--- config.mk ---
export PLATFORM = sky130hd
export DESIGN_NAME = fifo_read_drainer_flat
export DESIGN_NICKNAME = d
export VERILOG_FILES = /design/src/rtl/fifo_read_drainer_if.sv /design/src/rtl/fifo_read_drainer.sv /design/src/flat_wrapper.sv
export SDC_FILE = /design/constraint.sdc
export NUM_CORES = 1
export LEC_CHECK = 0
export BUFFER_PORTS_ARGS = -buffer_cell sky130_fd_sc_hd__buf_2
export CAP_MARGIN = 20
export CORE_MARGIN = 2
export CORE_UTILIZATION = 49
export DETAILED_ROUTE_END_ITERATION = 10
export PLACE_DENSITY = 0.76
export REMOVE_ABC_BUFFERS = 1
export SLEW_MARGIN = 15
export SYNTH_ARGS = -nofsm -noshare
export SYNTH_HDL_FRONTEND = slang
export SYNTH_SLANG_ARGS = --single-unit
--- constraint.sdc ---
create_clock -name i_read_clk -period 2.7 [get_ports i_read_clk]
set_input_delay 0 -clock i_read_clk [delete_from_list [all_inputs] [get_ports i_read_clk]]
set_output_delay 0 -clock i_read_clk [all_outputs]
set_load 0.01 [all_outputs]
--- src/rtl/fifo_read_drainer_if.sv ---
// Handshake bundle for fifo_read_drainer: FIFO read port plus the
// downstream valid/ready stream. The drainer connects as master, the
// FIFO/sink environment as slave.
interface fifo_read_drainer_if #(
  parameter int DATA_WIDTH = 16
);
  logic                  fifo_empty;
  logic [DATA_WIDTH-1:0] fifo_data;
  logic                  fifo_rd_en;
  logic [DATA_WIDTH-1:0] out_data;
  logic                  out_valid;
  logic                  out_ready;

  modport master (
    input  fifo_empty,
    input  fifo_data,
    input  out_ready,
    output fifo_rd_en,
    output out_data,
    output out_valid
  );

  modport slave (
    output fifo_empty,
    output fifo_data,
    output out_ready,
    input  fifo_rd_en,
    input  out_data,
    input  out_valid
  );
endinterface

--- src/rtl/fifo_read_drainer.sv ---
// fifo_read_drainer: read-clock-domain consumer for an asynchronous FIFO.
// Pops words while enabled, absorbs the FIFO's one-cycle read latency in a
// 3-entry circular buffer and streams words out on valid/ready.
// fifo_rd_en is a function of registered state, i_enable and fifo_empty
// only, so there is no combinational path from out_ready to the FIFO.
// Optional feature: define FIFO_READER_SEQ_CHECK_EN to enable the
// incrementing-sequence checker driving o_seq_error (tied 0 otherwise).
//
// state | meaning
// IDLE  | no reads, buffer empty
// RUN   | reads issued while credit (occ + inflight < 3) allows
// DRAIN | enable dropped; no new reads, buffer and in-flight word flushed
module fifo_read_drainer #(
  parameter int DATA_WIDTH = 16,
  parameter int CNT_WIDTH  = 16
) (
  input  logic                 i_read_clk,
  input  logic                 i_reset_n,
  input  logic                 i_enable,
  fifo_read_drainer_if.master  bus,
  output logic                 o_busy,
  output logic [CNT_WIDTH-1:0] o_word_count,
  output logic                 o_seq_error
);

  typedef enum logic [1:0] {
    IDLE  = 2'd0,
    RUN   = 2'd1,
    DRAIN = 2'd2
  } state_t;

  state_t                r_state;
  state_t                w_state_nxt;
  logic                  w_busy;

  logic                  r_inflight;
  logic [1:0]            r_occ;
  logic [1:0]            r_wptr;
  logic [1:0]            r_rptr;
  logic [DATA_WIDTH-1:0] r_mem [3];
  logic [CNT_WIDTH-1:0]  r_word_count;

  logic [2:0]            w_pending;
  logic                  w_credit;
  logic                  w_rd_en;
  logic                  w_push;
  logic                  w_pop;
  logic                  w_out_valid;

  function automatic logic [1:0] ptr_inc(input logic [1:0] p);
    return (p == 2'd2) ? 2'd0 : p + 2'd1;
  endfunction

  // Credit counts both buffered words and the word still in flight.
  assign w_pending   = {1'b0, r_occ} + {2'b00, r_inflight};
  assign w_credit    = (w_pending < 3'd3);
  assign w_rd_en     = (r_state == RUN) && i_enable && !bus.fifo_empty && w_credit;
  assign w_out_valid = (r_occ != 2'd0);
  assign w_push      = r_inflight;
  assign w_pop       = w_out_valid && bus.out_ready;

  assign bus.fifo_rd_en = w_rd_en;
  assign bus.out_valid  = w_out_valid;
  assign bus.out_data   = r_mem[r_rptr];
  assign o_busy         = w_busy;
  assign o_word_count   = r_word_count;

  // State register.
  always_ff @(posedge i_read_clk or negedge i_reset_n) begin
    if (!i_reset_n) begin
      r_state <= IDLE;
    end else begin
      r_state <= w_state_nxt;
    end
  end

  // Next-state and status decode.
  always_comb begin
    w_state_nxt = r_state;
    w_busy      = 1'b0;
    case (r_state)
      IDLE: begin
        if (i_enable) w_state_nxt = RUN;
      end
      RUN: begin
        w_busy = 1'b1;
        if (!i_enable) begin
          if (w_out_valid || r_inflight) w_state_nxt = DRAIN;
          else                           w_state_nxt = IDLE;
        end
      end
      DRAIN: begin
        w_busy = 1'b1;
        if (i_enable)                          w_state_nxt = RUN;
        else if (!w_out_valid && !r_inflight)  w_state_nxt = IDLE;
      end
      default: begin
        w_state_nxt = IDLE;
      end
    endcase
  end

  // Read tracking, circular buffer and delivered-word counter.
  always_ff @(posedge i_read_clk or negedge i_reset_n) begin
    if (!i_reset_n) begin
      r_inflight   <= 1'b0;
      r_occ        <= 2'd0;
      r_wptr       <= 2'd0;
      r_rptr       <= 2'd0;
      r_word_count <= '0;
      for (int i = 0; i < 3; i++) r_mem[i] <= '0;
    end else begin
      r_inflight <= w_rd_en;
      if (w_push) begin
        r_mem[r_wptr] <= bus.fifo_data;
        r_wptr        <= ptr_inc(r_wptr);
      end
      if (w_pop) begin
        r_rptr       <= ptr_inc(r_rptr);
        r_word_count <= r_word_count + 1'b1;
      end
      case ({w_push, w_pop})
        2'b10:   r_occ <= r_occ + 2'd1;
        2'b01:   r_occ <= r_occ - 2'd1;
        default: r_occ <= r_occ;
      endcase
    end
  end

`ifdef FIFO_READER_SEQ_CHECK_EN
  logic                  r_have_base;
  logic [DATA_WIDTH-1:0] r_prev;
  logic                  r_seq_error;

  assign o_seq_error = r_seq_error;

  // Compare each accepted word against the previous one plus one; sticky.
  always_ff @(posedge i_read_clk or negedge i_reset_n) begin
    if (!i_reset_n) begin
      r_have_base <= 1'b0;
      r_prev      <= '0;
      r_seq_error <= 1'b0;
    end else if (w_pop) begin
      if (r_have_base && (bus.out_data != (r_prev + DATA_WIDTH'(1)))) begin
        r_seq_error <= 1'b1;
      end
      r_prev      <= bus.out_data;
      r_have_base <= 1'b1;
    end
  end
`else
  assign o_seq_error = 1'b0;
`endif

endmodule

--- src/flat_wrapper.sv ---
// flat-port wrapper written by rule: the top's interface ports become plain ports
module fifo_read_drainer_flat 
#(
  parameter int DATA_WIDTH = 16,
  parameter int CNT_WIDTH  = 16
)
  (i_read_clk, i_reset_n, i_enable, o_busy, o_word_count, o_seq_error, bus_fifo_empty, bus_fifo_data, bus_out_ready, bus_fifo_rd_en, bus_out_data, bus_out_valid);
  fifo_read_drainer_if #(.DATA_WIDTH(DATA_WIDTH)) bus_i ();
  input  logic i_read_clk;
  input  logic i_reset_n;
  input  logic i_enable;
  output logic o_busy;
  output logic [CNT_WIDTH-1:0] o_word_count;
  output logic o_seq_error;
  input wire logic [$bits(bus_i.fifo_empty)-1:0] bus_fifo_empty;
  input wire logic [$bits(bus_i.fifo_data)-1:0] bus_fifo_data;
  input wire logic [$bits(bus_i.out_ready)-1:0] bus_out_ready;
  output wire logic [$bits(bus_i.fifo_rd_en)-1:0] bus_fifo_rd_en;
  output wire logic [$bits(bus_i.out_data)-1:0] bus_out_data;
  output wire logic [$bits(bus_i.out_valid)-1:0] bus_out_valid;
  assign bus_i.fifo_empty = bus_fifo_empty;
  assign bus_i.fifo_data = bus_fifo_data;
  assign bus_i.out_ready = bus_out_ready;
  assign bus_fifo_rd_en = bus_i.fifo_rd_en;
  assign bus_out_data = bus_i.out_data;
  assign bus_out_valid = bus_i.out_valid;
  fifo_read_drainer #(.DATA_WIDTH(DATA_WIDTH), .CNT_WIDTH(CNT_WIDTH)) u_core (.i_read_clk(i_read_clk), .i_reset_n(i_reset_n), .i_enable(i_enable), .bus(bus_i), .o_busy(o_busy), .o_word_count(o_word_count), .o_seq_error(o_seq_error));
endmodule
Word-level counts from Yosys, hierarchy flattened
Index checks and enable logic that the tools add are counted.
{"block": "word_totals", "romBits": 0, "out_inout_bits": 36, "latchBits": 0, "ramBits": 0, "n_memories": 0, "regBits": 73, "word_cells": 61}
{"block": "classes", "n_eq_ne": 9, "reduce_logical": 15, "n_bitwise": 2, "shift": 0, "n_mux": 16, "n_lt_le_gt_ge": 4, "n_div": 0, "multipliers": 0, "addsub": 6}
{"op": "$bwmux W48", "count": 1}
{"op": "$mux W16", "count": 3}
{"op": "$bmux W16 S2", "count": 1}
{"op": "$demux W16 S2", "count": 1}
{"op": "$add A16 B1 Y16 const B", "count": 1}
{"op": "$mux W2", "count": 7}
{"op": "$eq A2 B2 Y1 const B", "count": 4}
{"op": "$add A2 B1 Y2 const B", "count": 3}
{"op": "$ge A3 B3 Y1 const B", "count": 2}
{"op": "$logic_and A1 B1 Y1", "count": 6}
{"op": "$not A2 Y3", "count": 2}
{"op": "$pmux W2 S3", "count": 1}
{"op": "$eq A2 B1 Y1 const B", "count": 2}
{"op": "$ne A2 B2 Y1 const B", "count": 2}
{"op": "$pmux W2 S2", "count": 1}
{"op": "$reduce_bool A2 Y1", "count": 2}
{"op": "$add A2 B1 Y3", "count": 1}
{"op": "$logic_not A1 Y1", "count": 3}
{"op": "$lt A3 B1 Y1 const B", "count": 1}
{"op": "$lt A3 B2 Y1 const B", "count": 1}
{"op": "$ne A3 B2 Y1 const B", "count": 1}
{"op": "$reduce_and A3 Y1", "count": 1}
{"op": "$logic_not A2 Y1", "count": 1}
{"op": "$reduce_or A2 Y1", "count": 1}
{"op": "3 further kinds", "count": 3}

Longest topological paths before layout
Gate-level depths: netlist of the first run.
{"block": "depth", "word_depth": 6, "depth_mapped": 6}

Worst setup path after synthesis of the first run
No wires, ideal clock.
{"block": "synth_path", "path_kind": "register to register", "from": "register u_core.r_occ[0]", "to": "register u_core.r_inflight", "arrival_time_ns": 1.684, "synth_period_minus_slack_ns": 1.887, "t_required_ns": 2.497, "slack_ns": 0.813, "path_stages_with_launch": 4, "setup_time_ns": 0.203, "path_cell_list": "dfrtp_1 > ha_1 > ha_1 > a2111oi_0"}
{"block": "synth_between", "elab_chain_len": 3}
{"item": "from (decl)", "line_no": "fifo_read_drainer.sv:37", "text": "logic [1:0] r_occ;"}
{"item": "from (signal assigned)", "line_no": "fifo_read_drainer.sv:123", "text": "2'b10: r_occ <= r_occ + 2'd1;"}
{"item": "from (signal assigned)", "line_no": "fifo_read_drainer.sv:124", "text": "2'b01: r_occ <= r_occ - 2'd1;"}
{"item": "from (signal assigned)", "line_no": "fifo_read_drainer.sv:125", "text": "default: r_occ <= r_occ;"}
{"item": "$add A2 B1 Y3", "line_no": "fifo_read_drainer.sv:55", "text": "assign w_pending = {1'b0, r_occ} + {2'b00, r_inflight};"}
{"item": "$lt A3 B2 Y1", "line_no": "fifo_read_drainer.sv:56", "text": "assign w_credit = (w_pending < 3'd3);"}
{"item": "$logic_and A1 B1 Y1", "line_no": "fifo_read_drainer.sv:57", "text": "assign w_rd_en = (r_state == RUN) && i_enable && !bus.fifo_empty && w_credit;"}
{"item": "net bus_fifo_rd_en", "line_no": "flat_wrapper.sv:18", "text": "output wire logic [$bits(bus_i.fifo_rd_en)-1:0] bus_fifo_rd_en;"}
{"item": "to (signal assigned)", "line_no": "fifo_read_drainer.sv:113", "text": "r_inflight <= w_rd_en;"}
{"item": "to (decl)", "line_no": "fifo_read_drainer.sv:36", "text": "logic r_inflight;"}
The timed path passes the listed nets, and every way through them passes these cells.
A chain may end at the register's enable or synchronous reset.

Worst setup path after layout of the first run
{"block": "layout_path", "from": "register u_core.r_occ[0]", "to": "register u_core.r_inflight"}
{"block": "layout_between", "elab_chain_len": 3}
{"item": "$add A2 B1 Y3", "line_no": "fifo_read_drainer.sv:55"}
{"item": "$lt A3 B2 Y1", "line_no": "fifo_read_drainer.sv:56"}
{"item": "$logic_and A1 B1 Y1", "line_no": "fifo_read_drainer.sv:57"}
No other way between the ends.

==> impl_metrics.toml, run 1 <==
[die]
die_x_um = 86.6
pin_count = 57
start_util_pct = 50.0
dieArea_mm2 = 0.00750
core_area_mm2 = 0.00668
fp.dieH_um = 86.6
num_rows = 30

[setup_path]
slowest_delay_ps = 630
crit_top_cell = "ha_1"
r2r_cells = 4
critPathLaunchType = "flip-flop"
critPathArrivalTime_ps = 2460
end_kind = "flip-flop"
critPathMaxFanout = 6
crit_type = "flip-flop to flip-flop"
required_ps = 2980
crit_path_cell_trace = "ha_1 -> ha_1 -> a2111oi_0 -> dlygate4sd3_1"
reg2reg_to = "u_core.r_inflight"
crit_buf_inv = 1
timing.rr.start = "u_core.r_occ[0]"
crit_slowest_cell = "dlygate4sd3_1"
crit_family = "buffers and inverters"
rrSetupSlack_ps = 520

[synthesis]
yosysWarningCount = 0
synth.most_common_cell = "dfrtp_1"
synth_ff_type = "dfrtp_1"
synth_area_leaders = "dfrtp_1 55%, mux2_2 13%, mux2i_1 4.8%"
synth_seq_cells = 73
synth_largest_area_cell = "dfrtp_1"
synth_area_per_cell_um2 = 12.7
yosys-top-cells-count = "73 x dfrtp_1, 38 x mux2_2, 26 x nand2_1"
ys_types = 33
synth-edff-count = 0
syn_area_mm2 = 0.00334
syn_inst = 264
ys_async_sr_fraction_pct = 100
yosysSeqAreaShare_pct = 54.6
synth_top_area_share_pct = 54.6

[pwr]
vdd_drop_max_mv = 0.553
powerDensity_mw_per_mm2 = 1070
power.leakage_nw = 1.97

[placed_design]
pre_cts_ws_ps = 870
routabilityCongestion = 0.745
place.port_buffers = 55
dp_hpwl_um = 4030

[layout]
nets = 372
multiInputGateArea_mm2 = 0.00143
drive_gt1_share_pct = 36.6
fill_cells = 564
regArea_mm2 = 0.00183
n_antenna_cell = 0
areaGrowthSynthToFinish_pct = 22.1

[timing]
tightestPinTransition_ps = 919
slew_headroom_pct = 38.7
min_period_ps = 2180
rsz0062_at_grt = "no"
final-setup-viol-count = 0
min_period_over_period_pct = 80.8
hold_viol = 0
clock.fmax_ghz = 0.459
fin_skew_ps = 12.8
drv_slew = 0
setup_ws_ps = 520
tns_ps = 0

[grt]
grt_max_degree = 74
antenna_found_initial = 0
grt_util_all_layers_pct = 17.7
grt_pass1_vias = 2200
grt_pass1_wl_um = 10200
gr-total-overflow = 0

[detailed_routing]
drc = 0
ant_nets = 0
num_vias = 2221
first_iter_violations = 87
wirelength_um = 6280
wire_per_inst_um = 14.7
first_pass_iters = 4
vias_per_cell = 5.20

[cts]
cts.htree.levels = 3
clkLatencyLatePin_ps = 350
clkTransAtPathRegs_ps = 80
clock-sinks = 73
post_cts_buffers = 0
cts_tree = "yes"
root_buffer = "clkbuf_8"
cts_made_buffers = 9
clock_path_buffers = 2

[min_path]
hp-start = "bus_out_ready"
hold_path_class = "primary input to flip-flop"
holdPathStages = 3
min_to = "u_core.o_word_count[0]"

[flow_run]
drv_cap = 0

[status]
status = "completed"
-- registers in the layout (all words and copies together) (netlist names) --
signal,flops
u_core.o_word_count,16
u_core.r_inflight,1
u_core.r_mem,48
u_core.r_occ,2
u_core.r_rptr,2
u_core.r_state,2
u_core.r_wptr,2
-- per-stage QoR --
stage / std cells / area [um^2] / total power [mW] / hold slack, ps / util, %
3_3_place_gp: 392 / 3690 / 3.46 / 182 / 55.2
6_report: 427 / 4080 / 4.36 / 53.8 / 61.1
2_1_floorplan: 253 / 3280 / 2.95 / -296 / -
3_5_place_dp: 392 / 3690 / 3.53 / 191 / 55.2
5_1_grt: 427 / 4080 / 4.67 / 89.5 / 61.1
4_1_cts: 427 / 4080 / 4.40 / 50.5 / 61.1
-- how the worst max path moves through the flow --
stage | slack [ps] | start | cells past startpoint | to
floorplan | 810 | u_core.r_occ[0] | 3 | u_core.r_inflight
global placement | 910 | u_core.r_inflight | 3 | u_core.r_mem[14]
CTS | 560 | u_core.r_occ[0] | 4 | u_core.r_inflight
global route | 390 | u_core.r_occ[0] | 4 | u_core.r_inflight
finish | 520 | u_core.r_occ[0] | 4 | u_core.r_inflight
detailed placement | 870 | u_core.r_inflight | 3 | u_core.r_mem[3]
-- cells by family after synthesis --
group	share of synthesized area (%)
XOR/XNOR	4.72
other	0.112
flip-flops	54.6
AND/OR/NAND/NOR	8.08
adder cells (fa/ha/maj)	2.99
buffers and inverters	2.66
multiplexers	22.1
AO/OA/AOI/OAI	4.72
-- routing by layer --
metal	global-route usage, %	part of all wire [%]
met2	28.0	48
met5	0	0
met4	8.10	1.9
met1	23.3	47
met3	3.90	3.1
-- worst reg2reg max path, stage by stage, from the launching register on --
cell           delay (ps)
dfrtp_1               470
ha_1                  240
ha_1                  260
a2111oi_0             530
dlygate4sd3_1         630
-- repair_timing --
item / 4_1_cts / 5_1_grt
setup endpoints to repair: 0 / 0
endpoints found under the hold margin: 123 / 0
gates resized for setup: 0 / 0
hold buffers: 20 / 0
-- cell usage in the layout, fill, tap and decap left out, types with 2 or more instances in the layout --
master / netlist / routed
and3_1: 2 / 2
a22o_1: 2 / 2
nand2_1: 26 / 26
ha_1: 8 / 8
xor2_1: 5 / 5
a21o_1: 2 / 2
dlygate4sd3_1: 0 / 20
mux2i_1: 16 / 16
or2_2: 2 / 2
inv_1: 6 / 6
nor3_1: 3 / 3
clkbuf_8: 0 / 10
buf_4: 2 / 5
nand3_1: 7 / 7
buf_2: 5 / 54
or3_1: 2 / 2
xnor2_1: 13 / 13
mux2_2: 38 / 38
nand4_1: 6 / 6
o21ai_0: 17 / 17
nor2_1: 5 / 5
dfrtp_1: 73 / 73
clkinv_2: 0 / 2
mux2_4: 10 / 10
-- report_power, final --
part / total (mW) / internal (mW) / switching (mW)
Combinational: 1.65 / 0.873 / 0.780
Sequential: 1.87 / 1.56 / 0.313
Clock: 0.837 / 0.445 / 0.392
-- area by class of cell --
| cell class | count | area share [%] |
|---|---|---|
| clock buffer | 10 | 3.37 |
| clock inverter | 5 | 1.38 |
| inverter | 7 | 0.644 |
| multi-input combinational | 173 | 35.0 |
| sequential | 73 | 44.7 |
| tap | 80 | 2.45 |
| timing repair buffer | 79 | 12.4 |
Note: power is estimated with default switching activity, not from simulation.
==> inputs of run 2 (changes only) <==
--- a/config.mk
+++ b/config.mk
@@ -10,7 +10,7 @@
 export CORE_MARGIN = 2
 export CORE_UTILIZATION = 49
 export DETAILED_ROUTE_END_ITERATION = 10
-export PLACE_DENSITY = 0.76
+export PLACE_DENSITY = 0.79
 export REMOVE_ABC_BUFFERS = 1
 export SLEW_MARGIN = 15
 export SYNTH_ARGS = -nofsm -noshare
==> constraint.sdc (replaced) <==
create_clock -name i_read_clk -period 2 [get_ports i_read_clk]
set_input_delay 0 -clock i_read_clk [delete_from_list [all_inputs] [get_ports i_read_clk]]
set_output_delay 0 -clock i_read_clk [all_outputs]
set_load 0.01 [all_outputs]
==> run 2 against run 1 <==
Compared with the run above: sequential power rose by 36%; die area unchanged; worst setup slack worse by 420 ps; cell count up 1.9%; routed wire length is 5.3% higher; clock skew is 4.7 ps lower; flip-flop and latch count unchanged; register-to-register slack got worse by 270 ps; largest power group unchanged; highest routed layer unchanged.
==> impl_metrics.toml, run 2 (synthesis results as in run 1) <==
[setup_path]
r2r_cells = 5
required_ps = 2000
crit_type = "flip-flop to primary output"
rrSetupSlack_ps = 250
critPathLaunchType = "flip-flop"
startpoint = "u_core.r_occ[0]"
reg2reg_to = "u_core.r_occ[1]"
critPathArrivalTime_ps = 1900
end_kind = "primary output"
critPathMaxFanout = 6
timing.rr.start = "u_core.r_occ[0]"
worst_setup_path_endpoint = "bus_fifo_rd_en"

[cts]
root_buffer = "clkbuf_8"
clock-sinks = 73
clock_path_buffers = 2
cts_made_buffers = 9
clkLatencyLatePin_ps = 340
clkTransAtPathRegs_ps = 80
post_cts_buffers = 0
cts_tree = "yes"
cts.htree.levels = 3

[pwr]
vdd_drop_max_mv = 0.867
powerDensity_mw_per_mm2 = 1490
intPower_mw = 4.25
power.leakage_nw = 2.04
p_seq_share_pct = 40.3
power.share.clock_pct = 23.3
switchingPower_mw = 2.06
power.share.combinational_pct = 36.4
swShare_pct = 32.7

[die]
pin_count = 57
dieArea_mm2 = 0.00750
num_rows = 30
die_x_um = 86.6
core_area_mm2 = 0.00668
fp.dieH_um = 86.6
start_util_pct = 50.0

[layout]
final_common_cell = "dfrtp_1"
top_register = "u_core.r_mem"
areaGrowthSynthToFinish_pct = 26.2
final_cell_mix = "73 x dfrtp_1, 55 x buf_2, 38 x mux2_2"
n_antenna_cell = 0
drive_gt1_share_pct = 38.6
fill_cells = 520
nets = 379
largest_reg_flops = 48

[detailed_routing]
vias_per_cell = 5.18
first_pass_iters = 4
wire_per_inst_um = 15.2
num_vias = 2254
drc = 0
first_iter_violations = 106
ant_nets = 0
wirelength_um = 6610

[timing]
hold_viol = 0
hold_ws_ps = 32.7
final-setup-viol-count = 0
min_period_over_period_pct = 95.2
tns_ps = 0
drv_slew = 0
min_period_ps = 1900
clock.fmax_ghz = 0.525
fin_skew_ps = 8.06
rsz0062_at_grt = "no"

[grt]
gr-total-overflow = 0
grt_util_all_layers_pct = 18.9
grt_max_degree = 48
antenna_found_initial = 0
met3_usage_pct = 4.10
busiest_layer = "met2"
gr-usage-met1_pct = 24.7
grt_pass1_vias = 2252
grt_pass1_wl_um = 10800
use_met2_pct = 30.3

[placed_design]
place.port_buffers = 55
routabilityCongestion = 0.753
dp_hpwl_um = 4360

[min_path]
hold_path_class = "primary input to flip-flop"
hp-start = "bus_out_ready"

[flow_run]
drv_cap = 0

[status]
status = "completed"
## run 2: changes by cell type in the layout (fill, tap and decap cells not counted), sizes merged
| cell | delta |
|---|---|
| bufinv | +2 |
| dlygate4sd3 | -1 |
| clkbuf | +2 |
| buf | +8 |
| clkinv | -3 |
## run 2: worst min path at each step
stage / end / slack, ps / depth (start not counted)
floorplan: u_core.o_word_count[0] / -300 / 0
global placement: u_core.o_word_count[1] / 8 / 2
detailed placement: u_core.o_word_count[1] / 20 / 2
CTS: u_core.r_rptr[1] / 20 / 4
global route: u_core.r_rptr[1] / 50 / 4
finish: u_core.r_rptr[1] / 30 / 4
## run 2: per-stage QoR
stage	area [um^2]	instances	util (%)	setup slack, ps	total power, mW
2_1_floorplan	3280	253	-	113	3.98
4_1_cts	4220	435	63.1	61.8	6.36
5_1_grt	4220	435	63.1	24.8	6.73
3_3_place_gp	3760	400	56.3	331	4.72
3_5_place_dp	3760	400	56.3	267	4.83
6_report	4220	435	63.1	96.6	6.30
## run 2: power by group through the flow
stage | sequential (mW) | clock [mW] | combinational [mW]
floorplan | 2.54 | 0 | 1.44
global placement | 2.51 | 0 | 2.21
detailed placement | 2.56 | 0 | 2.27
CTS | 2.53 | 1.49 | 2.33
global route | 2.62 | 1.57 | 2.53
finish | 2.54 | 1.47 | 2.29
## run 2: metal layers
layer / routed length [um] / part of all wire, %
met2: 3260 / 49
met4: 133 / 2.0
met3: 198 / 3.0
met1: 3020 / 46
met5: 0 / 0
## run 2: area by class of cell
cell class	instances	area [um^2]	area share, %
flip-flops and latches	73	1830	43.3
multi-input cells	173	1430	34.0
repair buffers	86	568	13.5
clock buffers	12	165	3.92
well taps	80	100	2.37
clock inverters	4	97.6	2.31
inverters	7	26.3	0.623
## run 2: worst max-delay path: stages, from the launching register on
cell and delay, ps:
dfrtp_1 460, ha_1 240, ha_1 280, a2111oi_2 390, buf_2 190
## run 2: timing repair
item                                   CTS  global route
setup endpoints to repair                1             0
gates resized for setup                  2             0
endpoints found under the hold margin  123             0
hold buffers                            19             0
